$ cat src/rtl/l2_flatten_pkg.sv
// Shared constants and state type for the layer-2 flatten stage.
// The conv engine uses the same memory-select codes.
package l2_flatten_pkg;

  localparam int unsigned DW      = 20;
  localparam int unsigned AW      = 12;
  localparam int unsigned L1_SIZE = 1024;
  localparam int unsigned IDX_W   = AW - 1;

  localparam logic [2:0] CSEL_K0 = 3'b011;
  localparam logic [2:0] CSEL_K1 = 3'b100;
  localparam logic [2:0] CSEL_L2 = 3'b101;

  typedef enum logic [2:0] {
    IDLE = 3'd0,
    RD0  = 3'd1,
    RD1  = 3'd2,
    WR0  = 3'd3,
    WR1  = 3'd4,
    DONE = 3'd5
  } state_t;

endpackage

$ cat src/rtl/l2_flatten.sv
// Layer-2 flatten: interleaves the two 32x32 layer-1 max-pool maps into the
// layer-2 memory as L2[2i]=K0[i], L2[2i+1]=K1[i]. Drives the shared bus only
// while busy; every output is registered.
module l2_flatten
  import l2_flatten_pkg::*;
(
  input  logic          clk,
  input  logic          reset,
  input  logic          start,
  output logic          busy,
  output logic          done,
  output logic [2:0]    csel,
  output logic          crd,
  output logic [AW-1:0] caddr_rd,
  input  logic [DW-1:0] cdata_rd,
  output logic          cwr,
  output logic [AW-1:0] caddr_wr,
  output logic [DW-1:0] cdata_wr
);

  localparam logic [IDX_W-1:0] LAST_IDX = IDX_W'(L1_SIZE - 1);

  state_t           state;
  logic [IDX_W-1:0] idx;
  logic [DW-1:0]    buf0;
  logic [DW-1:0]    buf1;

  // FSM, element counter and capture registers; outputs are set on the edge
  // entering each state so they are valid for that state's whole cycle.
  always_ff @(posedge clk) begin
    if (!reset) begin
      state    <= IDLE;
      idx      <= '0;
      buf0     <= '0;
      buf1     <= '0;
      busy     <= 1'b0;
      done     <= 1'b0;
      csel     <= '0;
      crd      <= 1'b0;
      caddr_rd <= '0;
      cwr      <= 1'b0;
      caddr_wr <= '0;
      cdata_wr <= '0;
    end else begin
      case (state)
        IDLE: begin
          done <= 1'b0;
          if (start) begin
            state    <= RD0;
            busy     <= 1'b1;
            idx      <= '0;
            crd      <= 1'b1;
            csel     <= CSEL_K0;
            caddr_rd <= '0;
          end
        end
        RD0: begin
          buf0  <= cdata_rd;
          state <= RD1;
          csel  <= CSEL_K1;
        end
        RD1: begin
          buf1     <= cdata_rd;
          state    <= WR0;
          crd      <= 1'b0;
          cwr      <= 1'b1;
          csel     <= CSEL_L2;
          caddr_wr <= {idx, 1'b0};
          cdata_wr <= buf0;
        end
        WR0: begin
          state    <= WR1;
          caddr_wr <= {idx, 1'b1};
          cdata_wr <= buf1;
        end
        WR1: begin
          cwr <= 1'b0;
          if (idx == LAST_IDX) begin
            state <= DONE;
            busy  <= 1'b0;
            done  <= 1'b1;
            csel  <= '0;
          end else begin
            // caddr_rd is loaded with the incremented index directly so RD0
            // presents the next element in its first cycle.
            idx      <= idx + 1'b1;
            state    <= RD0;
            crd      <= 1'b1;
            csel     <= CSEL_K0;
            caddr_rd <= {1'b0, idx + 1'b1};
          end
        end
        DONE: begin
          done  <= 1'b0;
          state <= IDLE;
        end
        default: begin
          state <= IDLE;
          busy  <= 1'b0;
          done  <= 1'b0;
          crd   <= 1'b0;
          cwr   <= 1'b0;
          csel  <= '0;
        end
      endcase
    end
  end

endmodule

$ cat config.mk
export PLATFORM = sky130hd
export DESIGN_NAME = l2_flatten
export DESIGN_NICKNAME = d
export VERILOG_FILES = /design/src/rtl/l2_flatten_pkg.sv /design/src/rtl/l2_flatten.sv
export SDC_FILE = /design/constraint.sdc
export NUM_CORES = 1
export LEC_CHECK = 0
export CAP_MARGIN = 10
export CORE_ASPECT_RATIO = 1.4
export CORE_MARGIN = 2
export CORE_UTILIZATION = 50
export DETAILED_ROUTE_END_ITERATION = 6
export DONT_BUFFER_PORTS = 1
export HOLD_SLACK_MARGIN = 0.08
export MAX_ROUTING_LAYER = met4
export PLACE_DENSITY = 0.7
export SYNTH_ARGS = -nofsm -noshare
export SYNTH_HDL_FRONTEND = slang
export SYNTH_SLANG_ARGS = --single-unit
$ cat constraint.sdc
create_clock -name clk -period 4.3 [get_ports clk]
set_clock_uncertainty 0.15 [all_clocks]
set_input_delay 1.075 -clock clk [delete_from_list [all_inputs] [get_ports clk]]
set_output_delay 1.075 -clock clk [all_outputs]
set_load 0.01 [all_outputs]
# Word level (Yosys, flattened, before mapping)
# Index checks and enable logic that the tools add are counted.
[op_classes]
n_mux = 22
n_shift = 0
reduce_logical = 13
magnitude_cmp = 0
n_bitwise = 4
n_mul = 0
eq_ne = 9
div_mod_pow = 0
addsub = 1
[op_table]
columns = ["operator", "count"]
rows = [
  ["12-bit one-hot mux with 2 select lines", 2],
  ["20-bit one-hot mux with 2 select lines", 1],
  ["3-bit one-hot mux with 5 select lines", 2],
  ["12-bit two-way mux", 2],
  ["11-bit two-way mux", 2],
  ["11-bit one-hot mux with 2 select lines", 1],
  ["11-bit by 1-bit adder with 11-bit output, second input constant", 1],
  ["11-bit by 10-bit equality test with 1-bit output, second input constant", 1],
  ["3-bit two-way mux", 3],
  ["3-bit AND reduction", 3],
  ["4-bit OR reduction", 2],
  ["3-bit by 2-bit equality test with 1-bit output, second input constant", 2],
  ["3-bit equality test, second input constant", 2],
  ["2-bit != test, second input constant", 3],
  ["1-bit one-hot mux with 3 select lines", 2],
  ["3-bit OR reduction", 2],
  ["1-bit two-way mux", 4],
  ["1-bit inverter", 4],
  ["1-bit one-hot mux with 2 select lines", 2],
  ["2-bit AND reduction", 2],
  ["2-bit nonzero test", 2],
  ["3-bit by 1-bit equality test with 1-bit output, second input constant", 1],
  ["3-bit zero test", 1],
  ["2-bit two-way mux", 1],
  ["2-bit OR reduction", 1],
]
[totals]
n_memories = 0
elab_cells = 61
latchBits = 0
mem_bits_ro = 0
regBits = 105
ram_bits = 0
inputBits = 23
output_inout_bits = 51

# Depth between registers and ports, before layout
# Gate-level depths: netlist of the first run.
[depth]
depth_word = 4
ltp_mapped = 6

# Worst setup path before layout of the first run
# No wires, ideal clock.
[synth_timing]
kind = "input port to flip-flop"
from = "in start"
to = "reg caddr_rd[5]"
path_buffers = 0
arrival_ns = 1.862
path_stages = 4
required_time_ns = 4.030
slack_ns = 2.168
setup_ns = 0.120
cell_sequence = "nor2_1 nor3_1 a21boi_2 a211o_2"
[synth_via]
elab_chain_len = 2
[synth_lines]
columns = ["element", "line", "source"]
rows = [
  ["start, declared", "l2_flatten.sv:9", "input logic start,"],
  ["2-bit != test (no line)", "n/a", ""],
  ["3-bit AND reduction (no line)", "n/a", ""],
  ["end signal, assigned", "l2_flatten.sv:90", "caddr_rd <= {1'b0, idx + 1'b1};"],
  ["end, declared", "l2_flatten.sv:14", "output logic [AW-1:0] caddr_rd,"],
]
# Every way passes these cells.
# A chain may end at the register's enable or synchronous reset.

# Worst setup path after layout of the first run
[layout_timing]
from = "reg state[1]"
to = "reg buf1[15]"
[layout_via]
elab_chain_len = 1
[layout_lines]
columns = ["element", "line", "source"]
rows = [
  ["start, declared", "l2_flatten.sv:23", "state_t state;"],
  ["start signal, assigned", "l2_flatten.sv:32", "state <= IDLE;"],
  ["start signal, assigned", "l2_flatten.sv:49", "state <= RD0;"],
  ["start signal, assigned", "l2_flatten.sv:59", "state <= RD1;"],
  ["3-bit by 2-bit equality test with 1-bit output", "l2_flatten.sv:45", "case (state)"],
  ["end signal, assigned", "l2_flatten.sv:63", "buf1 <= cdata_rd;"],
  ["end, declared", "l2_flatten.sv:26", "logic [DW-1:0] buf1;"],
]
# Every way passes these cells.

==> results of run 1 <==
cell usage in the layout (no fill, tap or decap), types with 5 or more instances in the layout:
cell	instances
and3_1	5
nor3_1	5
nand2_1	132
o21ai_0	5
a21boi_0	56
nand3_1	5
mux2i_1	21
dfxtp_1	92
o211a_1	21
inv_1	6
clkbuf_8	9
a21oi_1	5
cell families after synthesis:
logic type | Yosys count | synth area share [%]
compound gates | 105 | 21.3
flops | 93 | 47.3
simple gates | 179 | 20.3
mux | 22 | 5.63
xor+xnor | 2 | 0.446
other cells | 1 | 0.0954
fa+ha+maj | 2 | 0.573
buf+inv | 40 | 4.26
cells in the mapped netlist, types with 3 or more instances:
master    count  share of area (%)
nand2_1     132                 13
dfxtp_1      93                 47
a21boi_0     56                 11
clkbuf_1     27                2.6
mux2i_1      21                5.3
o211a_1      21                5.3
inv_1         6               0.57
a21oi_1       5               0.64
and3_1        5               0.80
buf_2         5               0.64
nand3_1       5               0.64
nor2_1        5               0.48
nor3_1        5               0.64
o21ai_0       5               0.64
nand2b_1      3               0.48
nor2b_1       3               0.48
nor3b_1       3               0.57
layer usage:
metal	global-route usage, %	wire length, µm	vias up	part of all wire (%)
li1	-	-	1468	-
met3	5.79	480	14	5.6
met4	9.61	195	0	2.3
met2	39.2	4500	61	52
met1	22.1	3400	1415	40
met5	-	0	-	0
flip-flops by register name, summed over array words and instances (netlist names):
register / count
buf0: 20
buf1: 20
csel: 3
state: 3
busy: 1
caddr_wr: 12
caddr_rd: 11
crd: 1
cdata_wr: 20
done: 1
cwr: 1
power by group through the flow:
| stage | clock network (mW) | registers (mW) | logic, mW |
|---|---|---|---|
| 2_1_floorplan | 0 | 1.01 | 0.235 |
| 3_3_place_gp | 0 | 1.05 | 0.242 |
| 3_5_place_dp | 0 | 1.06 | 0.251 |
| 4_1_cts | 0.570 | 1.04 | 0.252 |
| 5_1_grt | 0.611 | 1.05 | 0.282 |
| 6_report | 0.562 | 1.04 | 0.247 |
metrics by stage:
stage          instances  hold slack, ps  total power [mW]  utilization [%]  instance area (µm²)
5_1_grt              526             337              1.94             53.4                 4110
3_3_place_gp         511             298              1.30             51.1                 3930
2_1_floorplan        444             293              1.25                -                 3930
3_5_place_dp         511             306              1.31             51.1                 3930
4_1_cts              526             317              1.86             53.4                 4110
6_report             526             312              1.84             53.4                 4110
how the worst max path moves through the flow:
stage,startpoint,endpoint,slack [ps]
3_3_place_gp,state[0],buf0[11],1910
4_1_cts,state[1],buf1[15],1750
6_report,state[1],buf1[15],1780
5_1_grt,state[1],buf1[8],1510
3_5_place_dp,state[0],buf0[15],1810
2_1_floorplan,start,caddr_rd[5],2170
tightest hold or removal path: cells and delay by family, from the launching register on:
family / cells / cell delay (ps)
compound gates: 1 / 60
flops: 1 / 310
simple gates: 1 / 50
area by class of cell:
class	instances	share of cell area [%]
repair buffers	1	0.182
inverters	6	0.547
clock inverters	5	1.28
clock buffers	10	3.10
multi-input cells	311	46.6
well taps	100	3.04
flip-flops and latches	93	45.3
==> run summary, run 1 <==
Hold Crit Depth: 2
sw frac: 29.0%
multi-input logic area: 1920 µm²
Synth cell types: 53
count of final max-slew check failures: 0
final number of hold-violating endpoints: 0
Max Clock Freq: 397 MHz
Antenna Cells: 0
Routed WL per cell: 16.3 µm
Int Pwr: 1.31 mW
FFs w/ async S/R, synth: 0%
sequential-to-total area share from yosys stat: 47.3%
number of port buffers: 0
gr usage total: 21.8%
CP endpoint kind: flip-flop
Worst Max-Slew Pin Slew: 959 ps
largest net degree at the start of global routing: 87
cell leakage power: 1.66 nW
Reg2Reg Depth: 4
Worst Hold Class: flip-flop to flip-flop
Tcrit/Tclk final: 58.6%
FF/Latch Area: 1860 µm²
Die Y: 109 µm
Final #Nets: 446
Worst-Skew Late Latency: 370 ps
Die W: 79.0 µm
root buffer cell: clkbuf_8
Clock Sinks: 93
Top FF cell, synth: dfxtp_1
via count: 2958
Initial Utilization: 51.1%
clk slew on worst S/H paths: 90 ps
worst hold start: buf0[13]
Layout area overhead: 4.61%
Logic pwr share: 13.4%
cts hold-fix bufs: 0
Period minus WS final: 2520 ps
global-route wire length before repair: 14200 µm
Core Region: 7700 µm²
GRT overflow: 0
Psw: 0.536 mW
Setup Fix Bufs, Post-CTS: 0
critical path required time: 4440 ps
Synth Instances: 444
pwr/cell area: 448 nW/µm²
MaxCap Viol Count: 0
Yosys reg bits: 93
r2r startpoint: state[1]
clock buffer depth: 2
yosys warns: 0
Reg-to-Reg End: buf1[15]
DRT Wirelength: 8580 µm
Avg Vias per Cell: 5.62
Hold EP: buf0[13]
Mapped Nets: 468
VDD IR max: 0.291 mV
vias in the first global route: 2974
WP depth: 4
initial antenna violation count: 0
Mapped Avg Cell Area: 8.86 µm²
setup ws final: 1780 ps
CP Max Fanout: 21
top-level port count: 74
GPL Wtd Cong: 0.736
share of layout cells above drive strength 1: 7.28%
critical path class: flip-flop to flip-flop
Worst EP arrival: 2660 ps
Rows: 38
Fillers: 730
cell-by-cell trace of the critical path: nand2b_1 > nor2_2 > nand2_1 > a21boi_0
register-to-register setup slack: 1780 ps
CTS H-tree lvls: 3
clock share of power: 30.5%
starting DRC count in detailed routing: 158
DRT Pass-1 Iters: 4
critical path's slowest cell: nor2_2
CTS buffer count: 9
Post-Syn Area: 3930 µm²
Post-synth EDFFs: 0
Fin Setup TNS: 0 ps
DRC: 0
final HPWL from detailed placement: 5580 µm
outcome: finished, final reports clean
Worst path max stage delay: 830 ps
die area: 8600 µm²
Place WS: 1810 ps
sequential power share: 56.1%
antenna-violating nets left: 0
slew margin rel.: 36.1%
WP buf/inv: 0
Resize count post-CTS: 0
RSZ-0062 raised after global routing: no
Top Family by Delay on Critical Path: simple AND/OR/NAND/NOR gates
crit start category: flip-flop
CTS tree: built
endpoints failing setup: 0
(Power assumes the default switching activity.)
==> inputs of run 2 (changes only) <==
PLACE_DENSITY = 0.73   (was 0.7)
clock period = 2.3 ns   (was 4.3 ns; I/O delays follow)
==> run 2 against run 1 <==
Compared with the run above:
- register-to-register slack got worse by 1500 ps
- sequential share of layout area decreased by 1.7 points
- design area increased by 4.0%
- count of clock-buffer cells in the layout unchanged
- cell count increased by 2.1%
- flip-flop and latch count unchanged
- sequential power increased by 83%
- power increased by 110%
- global-route usage decreased by 0.50 points
- combinational power increased by 110%
- via count increased by 2.5%
- critical path depth increased by 1
- critical endpoint is now caddr_rd[7]
- largest cell class unchanged
==> run summary, run 2 (synthesis results as in run 1) <==
outcome: finished, final reports clean
share of layout cells above drive strength 1: 9.61%
Core Region: 7700 µm²
gr usage total: 21.3%
WP buf/inv: 0
Setup Fix Bufs, Post-CTS: 0
count of final max-slew check failures: 0
most frequent CP cell: and3_1
sequential power share: 49.3%
Top Family by Delay on Critical Path: simple AND/OR/NAND/NOR gates
Logic pwr share: 13.7%
cell-by-cell trace of the critical path: ha_1 > and3_1 > a41oi_1 > and3_1 > a211o_1
GRT overflow: 0
Worst Hold Class: input pin to flip-flop
Int Pwr: 2.84 mW
Worst EP arrival: 2120 ps
initial antenna violation count: 0
Die W: 79.0 µm
GPL Wtd Cong: 0.816
pwr/cell area: 903 nW/µm²
post-route cell area: 4280 µm²
clock buffer depth: 2
final number of hold-violating endpoints: 0
global-route wire length before repair: 13800 µm
slew margin rel.: 62.3%
Power, Total: 3.86 mW
Die Y: 109 µm
final HPWL from detailed placement: 5720 µm
die area: 8600 µm²
Clock Sinks: 93
Worst Max-Slew Pin Slew: 564 ps
DRC: 0
RSZ-0062 raised after global routing: no
placed cell area: 4010 µm²
CP Max Fanout: 7
DRT Wirelength: 8670 µm
DRT Pass-1 Iters: 4
critical path's slowest cell: dfxtp_1
VDD IR max: 0.410 mV
Rows: 38
cell leakage power: 1.75 nW
Avg Vias per Cell: 5.65
Resize count post-CTS: 0
commonest non-fill, non-tap cells in the layout: nand2_1, dfxtp_1, a21boi_0
CTS tree: built
vias in the first global route: 2913
Tcrit/Tclk final: 87.2%
largest net degree at the start of global routing: 87
number of port buffers: 0
root buffer cell: clkbuf_8
Final #Nets: 456
critical path required time: 2410 ps
commonest non-fill, non-tap cell in the layout: nand2_1
CP endpoint kind: flip-flop
Routed WL per cell: 16.1 µm
Fin Setup TNS: 0 ps
Worst path max stage delay: 470 ps
endpoints failing setup: 0
top-level port count: 74
Max Clock Freq: 499 MHz
Psw: 1.02 mW
crit start category: flip-flop
clock share of power: 37.1%
antenna-violating nets left: 0
Period minus WS final: 2000 ps
sw frac: 26.5%
Worst-Skew Late Latency: 360 ps
critical path class: flip-flop to flip-flop
CTS H-tree lvls: 3
via count: 3032
MaxCap Viol Count: 0
Initial Utilization: 51.1%
Antenna Cells: 0
CTS buffer count: 9
Largest regs: buf0: 20 flops, buf1: 20 flops, cdata_wr: 20 flops
Layout area overhead: 8.78%
clk slew on worst S/H paths: 90 ps
starting DRC count in detailed routing: 106
cts hold-fix bufs: 0
[run 2: final timing paths]
kind / start / endpoint / slack (ps) / cells after the start
worst max-delay path: caddr_rd[1] / caddr_rd[7] / 300 / 5
worst min-delay path: reset / busy / 180 / 1
worst max register to register: caddr_rd[1] / caddr_rd[7] / 300 / 5
worst min register to register: buf0[7] / buf0[7] / 320 / 2
[run 2: power by group through the flow]
stage	sequential [mW]	combinational [mW]	clock [mW]
finish	1.90	0.527	1.43
global route	1.92	0.593	1.53
CTS	1.90	0.537	1.46
detailed placement	1.94	0.535	0
global placement	1.94	0.520	0
floorplan	1.90	0.440	0
[run 2: through the flow]
step           hold WS (ps)  utilization, %  cells  setup slack [ps]
4_1_cts                 168            55.5    537               307
6_report                180            55.5    537               295
3_5_place_dp            306            52.0    521               346
2_1_floorplan           293               -    444               546
5_1_grt                 167            55.5    537               197
3_3_place_gp            299            52.0    521               379
[run 2: layout make-up]
type,instances,area [µm²]
Multi-Input combinational cell,311,1910
Sequential cell,93,1860
Inverter,6,22.5
Tap cell,100,125
Fill cell,740,3420
Timing Repair Buffer,11,82.6
Clock buffer,10,138
Clock inverter,6,134
[run 2: routing by layer]
layer / track usage [%] / share of wire (%)
met1: 21.9 / 39
met2: 38.2 / 53
met3: 5.63 / 5.8
met4: 8.87 / 1.5
met5: - / 0
[run 2: worst reg2reg max path, stage by stage, from the launching register on]
cell	delay (ps)
dfxtp_1	470
ha_1	220
and3_1	290
a41oi_1	260
and3_1	260
a211o_1	250
